File: config.mk
export PLATFORM = sky130hd
export DESIGN_NAME = alu_cmd_sequencer
export DESIGN_NICKNAME = d
export VERILOG_FILES = /design/src/rtl/alu_pkg.sv /design/src/rtl/alu_cmd_sequencer.sv
export SDC_FILE = /design/constraint.sdc
export NUM_CORES = 1
export LEC_CHECK = 0
export BUFFER_PORTS_ARGS = -buffer_cell sky130_fd_sc_hd__buf_2
export CORE_UTILIZATION = 35
export DETAILED_ROUTE_END_ITERATION = 10
export GPL_TIMING_DRIVEN = 0
export PLACE_DENSITY = 0.69
export SLEW_MARGIN = 20
export SYNTH_ARGS = -nofsm -noshare
export SYNTH_HDL_FRONTEND = slang
export SYNTH_SLANG_ARGS = --single-unit
File: constraint.sdc
create_clock -name clk -period 3.7 [get_ports clk]
set_input_delay 0.74 -clock clk [delete_from_list [all_inputs] [get_ports clk]]
set_output_delay 0.74 -clock clk [all_outputs]
set_load 0.05 [all_outputs]
File: src/rtl/alu_pkg.sv
// Shared opcode and state definitions for the ALU command sequencer.
//   alu_op_e    : ALU opcode encoding. Values above ALU_OP_LAST are illegal.
//   seq_state_e : sequencer FSM states.
package alu_pkg;

    typedef enum logic [3:0] {
        ADD   = 4'b0000,
        SUB   = 4'b0001,
        NEG   = 4'b0010,
        INC   = 4'b0011,
        DEC   = 4'b0100,
        ROL   = 4'b0101,
        OR    = 4'b0110,
        AND   = 4'b0111,
        XOR   = 4'b1000,
        MAX   = 4'b1001,
        PASSA = 4'b1010,
        PASSB = 4'b1011
    } alu_op_e;

    localparam logic [3:0] ALU_OP_LAST = 4'b1011;

    typedef enum logic [1:0] {
        S_IDLE = 2'd0,
        S_EXEC = 2'd1,
        S_RESP = 2'd2
    } seq_state_e;

endpackage

File: src/rtl/alu_cmd_sequencer.sv
// Initiator for a combinational ALU. A command is accepted on a valid/ready
// port, its operands/opcode are registered onto alu_*, the ALU settles for one
// EXEC cycle, and the result/flags are captured into a held response.
// Also keeps an accumulator for chained ops, a sticky overflow flag and a
// saturating count of executed commands.
//   clk, rst                      : clock, async active-high reset
//   cmd_valid/cmd_ready, cmd_*    : command port (cmd_use_acc selects acc as A)
//   alu_a/alu_b/alu_ctrl          : registered ALU inputs
//   alu_result/alu_carry/alu_ovf  : combinational ALU outputs
//   rsp_valid/rsp_ready, rsp_*    : response port
//   acc, sticky_ovf, clr_sticky   : accumulator and sticky overflow control
//   op_count                      : executed commands, saturating
module alu_cmd_sequencer
    import alu_pkg::*;
#(
    parameter int DATA_W = 4,
    parameter int CTRL_W = 4,
    parameter int CNT_W  = 8
) (
    input  logic              clk,
    input  logic              rst,
    input  logic              cmd_valid,
    output logic              cmd_ready,
    input  logic [CTRL_W-1:0] cmd_op,
    input  logic [DATA_W-1:0] cmd_a,
    input  logic [DATA_W-1:0] cmd_b,
    input  logic              cmd_use_acc,
    output logic [DATA_W-1:0] alu_a,
    output logic [DATA_W-1:0] alu_b,
    output logic [CTRL_W-1:0] alu_ctrl,
    input  logic [DATA_W-1:0] alu_result,
    input  logic              alu_carry,
    input  logic              alu_ovf,
    output logic              rsp_valid,
    input  logic              rsp_ready,
    output logic [DATA_W-1:0] rsp_result,
    output logic              rsp_carry,
    output logic              rsp_ovf,
    output logic              rsp_illegal,
    output logic [DATA_W-1:0] acc,
    output logic              sticky_ovf,
    input  logic              clr_sticky,
    output logic [CNT_W-1:0]  op_count
);

    seq_state_e        state_q, state_d;
    logic [DATA_W-1:0] alu_a_q, alu_a_d;
    logic [DATA_W-1:0] alu_b_q, alu_b_d;
    logic [CTRL_W-1:0] alu_ctrl_q, alu_ctrl_d;
    logic              illegal_q, illegal_d;   // illegal flag of the in-flight command
    logic              rsp_valid_q, rsp_valid_d;
    logic [DATA_W-1:0] rsp_result_q, rsp_result_d;
    logic              rsp_carry_q, rsp_carry_d;
    logic              rsp_ovf_q, rsp_ovf_d;
    logic              rsp_illegal_q, rsp_illegal_d;
    logic [DATA_W-1:0] acc_q, acc_d;
    logic              sticky_q, sticky_d;
    logic [CNT_W-1:0]  cnt_q, cnt_d;

    logic accept;
    logic capture;

    // In RESP a new command may be taken only in the cycle the response leaves.
    assign cmd_ready = (state_q == S_IDLE) || ((state_q == S_RESP) && rsp_ready);
    assign accept    = cmd_valid && cmd_ready;
    assign capture   = (state_q == S_EXEC);

    always_comb begin
        state_d       = state_q;
        alu_a_d       = alu_a_q;
        alu_b_d       = alu_b_q;
        alu_ctrl_d    = alu_ctrl_q;
        illegal_d     = illegal_q;
        rsp_valid_d   = rsp_valid_q;
        rsp_result_d  = rsp_result_q;
        rsp_carry_d   = rsp_carry_q;
        rsp_ovf_d     = rsp_ovf_q;
        rsp_illegal_d = rsp_illegal_q;
        acc_d         = acc_q;
        sticky_d      = sticky_q;
        cnt_d         = cnt_q;

        case (state_q)
            S_IDLE: if (accept) state_d = S_EXEC;
            S_EXEC: begin
                state_d     = S_RESP;
                rsp_valid_d = 1'b1;
            end
            S_RESP: if (rsp_ready) begin
                rsp_valid_d = 1'b0;
                state_d     = cmd_valid ? S_EXEC : S_IDLE;
            end
            default: state_d = S_IDLE;
        endcase

        if (accept) begin
            alu_a_d    = cmd_use_acc ? acc_q : cmd_a;
            alu_b_d    = cmd_b;
            alu_ctrl_d = cmd_op;
            illegal_d  = (cmd_op > CTRL_W'(ALU_OP_LAST));
        end

        if (capture) begin
            rsp_result_d  = alu_result;
            rsp_carry_d   = alu_carry;
            rsp_ovf_d     = alu_ovf;
            rsp_illegal_d = illegal_q;
            if (!illegal_q) acc_d = alu_result;
            if (cnt_q != {CNT_W{1'b1}}) cnt_d = cnt_q + 1'b1;
        end

        // A captured overflow outranks a same-cycle clear.
        if (capture && alu_ovf) sticky_d = 1'b1;
        else if (clr_sticky)    sticky_d = 1'b0;
    end

    always_ff @(posedge clk or posedge rst) begin
        if (rst) begin
            state_q       <= S_IDLE;
            alu_a_q       <= '0;
            alu_b_q       <= '0;
            alu_ctrl_q    <= '0;
            illegal_q     <= 1'b0;
            rsp_valid_q   <= 1'b0;
            rsp_result_q  <= '0;
            rsp_carry_q   <= 1'b0;
            rsp_ovf_q     <= 1'b0;
            rsp_illegal_q <= 1'b0;
            acc_q         <= '0;
            sticky_q      <= 1'b0;
            cnt_q         <= '0;
        end else begin
            state_q       <= state_d;
            alu_a_q       <= alu_a_d;
            alu_b_q       <= alu_b_d;
            alu_ctrl_q    <= alu_ctrl_d;
            illegal_q     <= illegal_d;
            rsp_valid_q   <= rsp_valid_d;
            rsp_result_q  <= rsp_result_d;
            rsp_carry_q   <= rsp_carry_d;
            rsp_ovf_q     <= rsp_ovf_d;
            rsp_illegal_q <= rsp_illegal_d;
            acc_q         <= acc_d;
            sticky_q      <= sticky_d;
            cnt_q         <= cnt_d;
        end
    end

    assign alu_a       = alu_a_q;
    assign alu_b       = alu_b_q;
    assign alu_ctrl    = alu_ctrl_q;
    assign rsp_valid   = rsp_valid_q;
    assign rsp_result  = rsp_result_q;
    assign rsp_carry   = rsp_carry_q;
    assign rsp_ovf     = rsp_ovf_q;
    assign rsp_illegal = rsp_illegal_q;
    assign acc         = acc_q;
    assign sticky_ovf  = sticky_q;
    assign op_count    = cnt_q;

endmodule
==> results of run 1 <==
==> per-layer routing <==
metal	up-vias	track usage, %	wire length (µm)
met5	-	0	0
met2	42	23.7	1400
met1	535	17.3	1360
met4	0	7.81	46
met3	6	5.33	263
li1	554	-	-
==> final cells by class <==
class / instances / area, µm² / area share [%]
inverters: 5 / 18.8 / 0.956
multi-input cells: 82 / 577 / 29.4
clock buffers: 8 / 90.1 / 4.59
plain buffers: 4 / 33.8 / 1.72
repair buffers: 56 / 280 / 14.3
well taps: 50 / 62.6 / 3.19
flip-flops and latches: 36 / 901 / 45.9
==> placed cells by master (no fill, tap or decap) <==
master	instances
buf_2	56
dfrtp_1	36
nand2_1	22
mux2_2	13
nor2_1	8
clkbuf_8	6
nand3_1	4
o21ai_0	4
mux2i_1	4
a21oi_2	4
a21oi_1	4
inv_1	3
buf_6	2
xnor2_1	2
inv_2	2
xor2_1	2
clkbuf_1	2
nand4_1	1
nor2b_2	1
o21ai_2	1
nand4_4	1
nor2_2	1
mux2_1	1
nand2b_1	1
buf_4	1
or2b_1	1
o22a_2	1
a211oi_4	1
buf_1	1
and3_1	1
nor3_2	1
nor2b_1	1
a31oi_1	1
ha_1	1
==> worst max-delay path, stage by stage <==
cell and delay, ps:
buf_2 90, inv_2 50, a21oi_1 130, buf_2 280
==> synth_stat cells (2+ instances only) <==
library cell  count  share of area [%]
buf_6             2                1.5
o21ai_0           4                1.3
xnor2_1           2                1.1
dfrtp_1          36                 59
a21oi_1           4                1.3
nor2_1            8                2.0
mux2i_1           4                2.6
nand2_1          22                5.4
inv_1             4               0.98
xor2_1            2                1.1
mux2_2           13                9.6
a21oi_2           4                2.3
nand3_1           4                1.3
==> worst paths after layout <==
path / from / end / slack (ps) / depth (start not counted)
setup / recovery: rsp_ready / cmd_ready / 1660 / 4
max in group asynchronous: rst / rsp_ovf$_DFFE_PP0N_ / 2650 / 2
min in group asynchronous: rst / op_count[5]$_DFFE_PP0P_ / 580 / 2
hold reg to reg: rsp_carry$_DFFE_PP0N_ / rsp_carry$_DFFE_PP0N_ / 480 / 2
hold / removal: rsp_carry$_DFFE_PP0N_ / rsp_carry$_DFFE_PP0N_ / 480 / 2
setup reg to reg: state_q[0]$_DFFE_PP0P_ / op_count[7]$_DFFE_PP0P_ / 2230 / 5
==> stage by stage <==
stage               total power, W  utilization [%]  instance area, µm²  cells  hold slack [ps]
floorplan                  0.00128                -                1530    127              524
global placement           0.00146             45.8                1870    233              459
detailed placement         0.00147             45.8                1870    233              471
CTS                        0.00176             48.0                1960    241              489
global route               0.00184             48.0                1960    241              511
finish                     0.00174             48.0                1960    241              477
==> kinds of logic after synthesis <==
kind of cell,after synthesis,synth area share (%)
and+or+nand+nor,43,13.8
muxes,18,12.9
adders and majority gates,1,0.818
DFF,36,58.9
buffers and inverters,9,3.43
AOI/OAI and AO/OA,16,7.85
xor gates and xnor gates,4,2.29
==> registers in the layout (all words and copies together), names as in the netlist <==
register and cells:
state_q 2, rsp_result 4, rsp_ovf 1, rsp_valid 1, alu_b 4, alu_ctrl 4, illegal_q 1, acc 4
alu_a 4, rsp_carry 1, rsp_illegal 1, op_count 8, sticky_ovf 1
==> power by group <==
part / leakage (nW) / internal (W) / switching, W
Sequential: 0.436 / 0.000525 / 0.000103
Clock: 0.0455 / 0.000152 / 0.000129
Combinational: 0.495 / 0.000213 / 0.000616
==> metrics.txt, run 1 <==
Power Dens Cells=885 nW/µm²; IO Pins=58; EDFF count, synth=0; vias in the first global route=1083; Core Rows=23; YS warnings=0; Die ar.=4640 µm²; FMAX=0.491 GHz; class of the worst hold path=register to register; final hold vios=0; drt pass-1 iters=4; Post-synth ARST share=100%; CTS H-tree lvls=2; GP Congestion=0.709; # clock sinks=36; Tightest Pin Transition=742 ps; Post-DRT Antenna Nets=0; total grt overflow=0; CTS Hold Buffers Added=0; setup repair bufs after CTS=0; ys flop type=dfrtp_1; clock-pin transition on the worst setup and hold timing paths=60 ps; Synth cell types=31; largest net degree at the start of global routing=37; Worst Path Arrival=1300 ps; final setup violating endpoints=0; Area Growth Syn to Fin=28.3%; VDD IR max=0.437 mV; CTS tree=built; RSZ-0062 raised after global routing=no; Longest Clk Path Bufs=2; sequential-to-total area share from yosys stat=58.9%; DP Worst Slack=1650 ps; Vias/cell=4.72; Layout Skew=3.10 ps; die span in y=68.1 µm; core box area=4090 µm²; via count=1137; Starting DRT DRC Count=31; Max Cap Viol=0; setup TNS=0 ps; Critical Path End Type=primary output; HPWL Detailed=2.25 mm; worst-path fanout max=3; Clock Root Buffer=clkbuf_8; Post-Synthesis Cells=127; Fillers=391; syn_area_per_cell=12.0 µm²; Tcrit/Tclk final=55.1%; Synth Register Bits=36; Starting Density=37.4%; status=complete, no violations; Setup CP Type=input pin to primary output; Num CTS Buffers=5; synthesized netlist net count=152; initial antenna violation count=0; layout cell share with drive strength beyond 1=47.6%; Total GRT Usage=14.8%; P_leak=0.977 nW; final slew viol count=0; Die Width=68.1 µm; slew margin rel.=50.4%; Crit path required time=2960 ps; Final Net Count=215; cts repair resizes=0; CP startpoint kind=input pin; first-pass GRT wire length=4.86 mm; routed len/inst=12.7 µm; synthesized area=1530 µm²; IO buf count=56; diode count=0; Final WS setup=1660 ps; DRC Markers=0; Tmin final=2040 ps; WL final=3.07 mm; worst-skew pair later-pin latency=280 ps
Power figures use the tool's default switching activity.
==> run 2, diff against run 1 <==
--- a/config.mk
+++ b/config.mk
@@ -9,7 +9,7 @@
 export CORE_UTILIZATION = 35
 export DETAILED_ROUTE_END_ITERATION = 10
 export GPL_TIMING_DRIVEN = 0
-export PLACE_DENSITY = 0.69
+export PLACE_DENSITY = 0.72
 export SLEW_MARGIN = 20
 export SYNTH_ARGS = -nofsm -noshare
 export SYNTH_HDL_FRONTEND = slang
==> constraint.sdc (replaced) <==
create_clock -name clk -period 1.8 [get_ports clk]
set_input_delay 0.36 -clock clk [delete_from_list [all_inputs] [get_ports clk]]
set_output_delay 0.36 -clock clk [all_outputs]
set_load 0.05 [all_outputs]
==> metrics.txt, run 2 (synthesized netlist as in run 1, its figures left out) <==
Die Width=68.1 µm (unchanged); Core Rows=23 (unchanged); slew margin rel.=50.9% (was 50.4%); Critical Path End Type=primary output (unchanged); VDD IR max=0.487 mV (was 0.437 mV); RSZ-0062 raised after global routing=no (unchanged); Max Cap Viol=0 (unchanged); FF-to-FF End=alu_ctrl[3]$_DFFE_PP0P_ (was op_count[7]$_DFFE_PP0P_); final slew viol count=0 (unchanged); worst-path fanout max=5 (was 3); setup repair bufs after CTS=0 (unchanged); Layout Skew=3.45 ps (was 3.10 ps); Starting Density=37.4% (unchanged); layout cell share with drive strength beyond 1=47.9% (was 47.6%); Crit path required time=1440 ps (was 2960 ps); WL final=3.06 mm (was 3.07 mm); Post-DRT Antenna Nets=0 (unchanged); diode count=0 (unchanged); Power, Total=0.00354 W (was 0.00174 W); most frequent cells in the layout=buf_2, dfrtp_1, nand2_1 (unchanged); Setup CP Type=register to primary output (was input pin to primary output); CP startpoint kind=register (was input pin); routed len/inst=12.7 µm (about the same); Register Area=901 µm² (unchanged); max reg flops=8 (unchanged); setup TNS=0 ps (unchanged); Area Growth Syn to Fin=27.5% (was 28.3%); Fillers=408 (was 391); Starting DRT DRC Count=37 (was 31); Tcrit/Tclk final=83.5%; Vias/cell=4.74 (was 4.72); Total GRT Usage=14.7% (was 14.8%); Tmin final=1500 ps; die span in y=68.1 µm (unchanged); initial antenna violation count=0 (unchanged); worst-skew pair later-pin latency=280 ps (about the same); final hold vios=0 (unchanged); IO Pins=58 (unchanged); total grt overflow=0 (unchanged); CTS H-tree lvls=2 (unchanged); vias in the first global route=1116 (was 1083); drt pass-1 iters=2 (was 4); via count=1138 (was 1137); core box area=4090 µm² (unchanged); reg-to-reg startpoint=state_q[1]$_DFFE_PP0P_ (was state_q[0]$_DFFE_PP0P_); Clock Root Buffer=clkbuf_8 (unchanged); HPWL Detailed=2.30 mm (was 2.25 mm); reg2reg setup slack=330 ps (was 2230 ps); commonest non-fill, non-tap cell in the layout=buf_2 (unchanged); Num CTS Buffers=5 (unchanged); GP Congestion=0.703 (was 0.709); Longest Clk Path Bufs=2 (unchanged); FF-to-FF path depth=2 (was 5); CTS tree=built (unchanged); CTS Hold Buffers Added=0 (unchanged); DRC Markers=0 (unchanged); Power Dens Cells=1810 nW/µm² (was 885 nW/µm²); IO buf count=56 (unchanged); P_leak=0.972 nW (was 0.977 nW); Worst Path Arrival=1140 ps (was 1300 ps); Die ar.=4640 µm² (unchanged); final setup violating endpoints=0 (unchanged); status=complete, no violations (unchanged); Final Net Count=215 (unchanged); cts repair resizes=0 (unchanged); first-pass GRT wire length=4.86 mm (about the same); largest net degree at the start of global routing=37 (unchanged); FMAX=0.665 GHz; clock-pin transition on the worst setup and hold timing paths=70 ps (was 60 ps); Multi-input gate area=577 µm² (unchanged); class of the worst hold path=input pin to async pin (was register to register); Tightest Pin Transition=736 ps (was 742 ps); # clock sinks=36 (unchanged)
[run 2: cell types whose count changed in the layout (fill, tap and decap cells not counted), sizes merged]
cell,before,now
clkbuf,8,6
clkinv,0,1
[run 2: worst max-delay path, cell delays in order, from the launching register on]
cell and delay, ps:
dfrtp_1 440, a21oi_1 140, buf_2 280
[run 2: worst max path at each step]
stage | start | cells after the start | slack (ps) | end
floorplan | op_count[0]$_DFFE_PP0P_ | 4 | 80 | op_count[1]$_DFFE_PP0P_
global placement | rst | 2 | 120 | sticky_ovf$_DFFE_PP0P_
detailed placement | rsp_ready | 4 | 250 | alu_b[1]$_DFFE_PP0P_
CTS | state_q[1]$_DFFE_PP0P_ | 2 | 280 | cmd_ready
global route | state_q[0]$_DFFE_PP0P_ | 2 | 230 | cmd_ready
finish | state_q[1]$_DFFE_PP0P_ | 2 | 300 | cmd_ready
[run 2: final cells by class]
class / instances / area share (%)
plain buffers: 4 / 1.73
clock inverters: 1 / 0.257
well taps: 50 / 3.21
clock buffers: 6 / 3.72
multi-input cells: 82 / 29.6
repair buffers: 56 / 14.4
inverters: 5 / 0.962
flip-flops and latches: 36 / 46.2
[run 2: metal layers]
layer	part of all wire (%)	vias to the layer above	global-route usage [%]
met5	0	-	0
met4	2.4	0	10.2
met3	5.6	5	4.33
met2	49	37	24.5
met1	43	548	16.0
li1	-	548	-
[run 2: report_power, final]
group          switching (W)  internal, W
combinational        0.00127     0.000437
sequential          0.000223      0.00108
clock               0.000268     0.000263
total                0.00176      0.00178
[run 2: per-stage QoR]
stage | setup slack (ps) | area [µm²] | util (%) | hold slack, ps | instances
floorplan | 81.7 | 1530 | - | 456 | 127
finish | 297 | 1950 | 47.7 | 198 | 240
global route | 232 | 1950 | 47.7 | 254 | 240
global placement | 115 | 1870 | 45.8 | 455 | 233
detailed placement | 254 | 1870 | 45.8 | 459 | 233
CTS | 284 | 1950 | 47.7 | 235 | 240
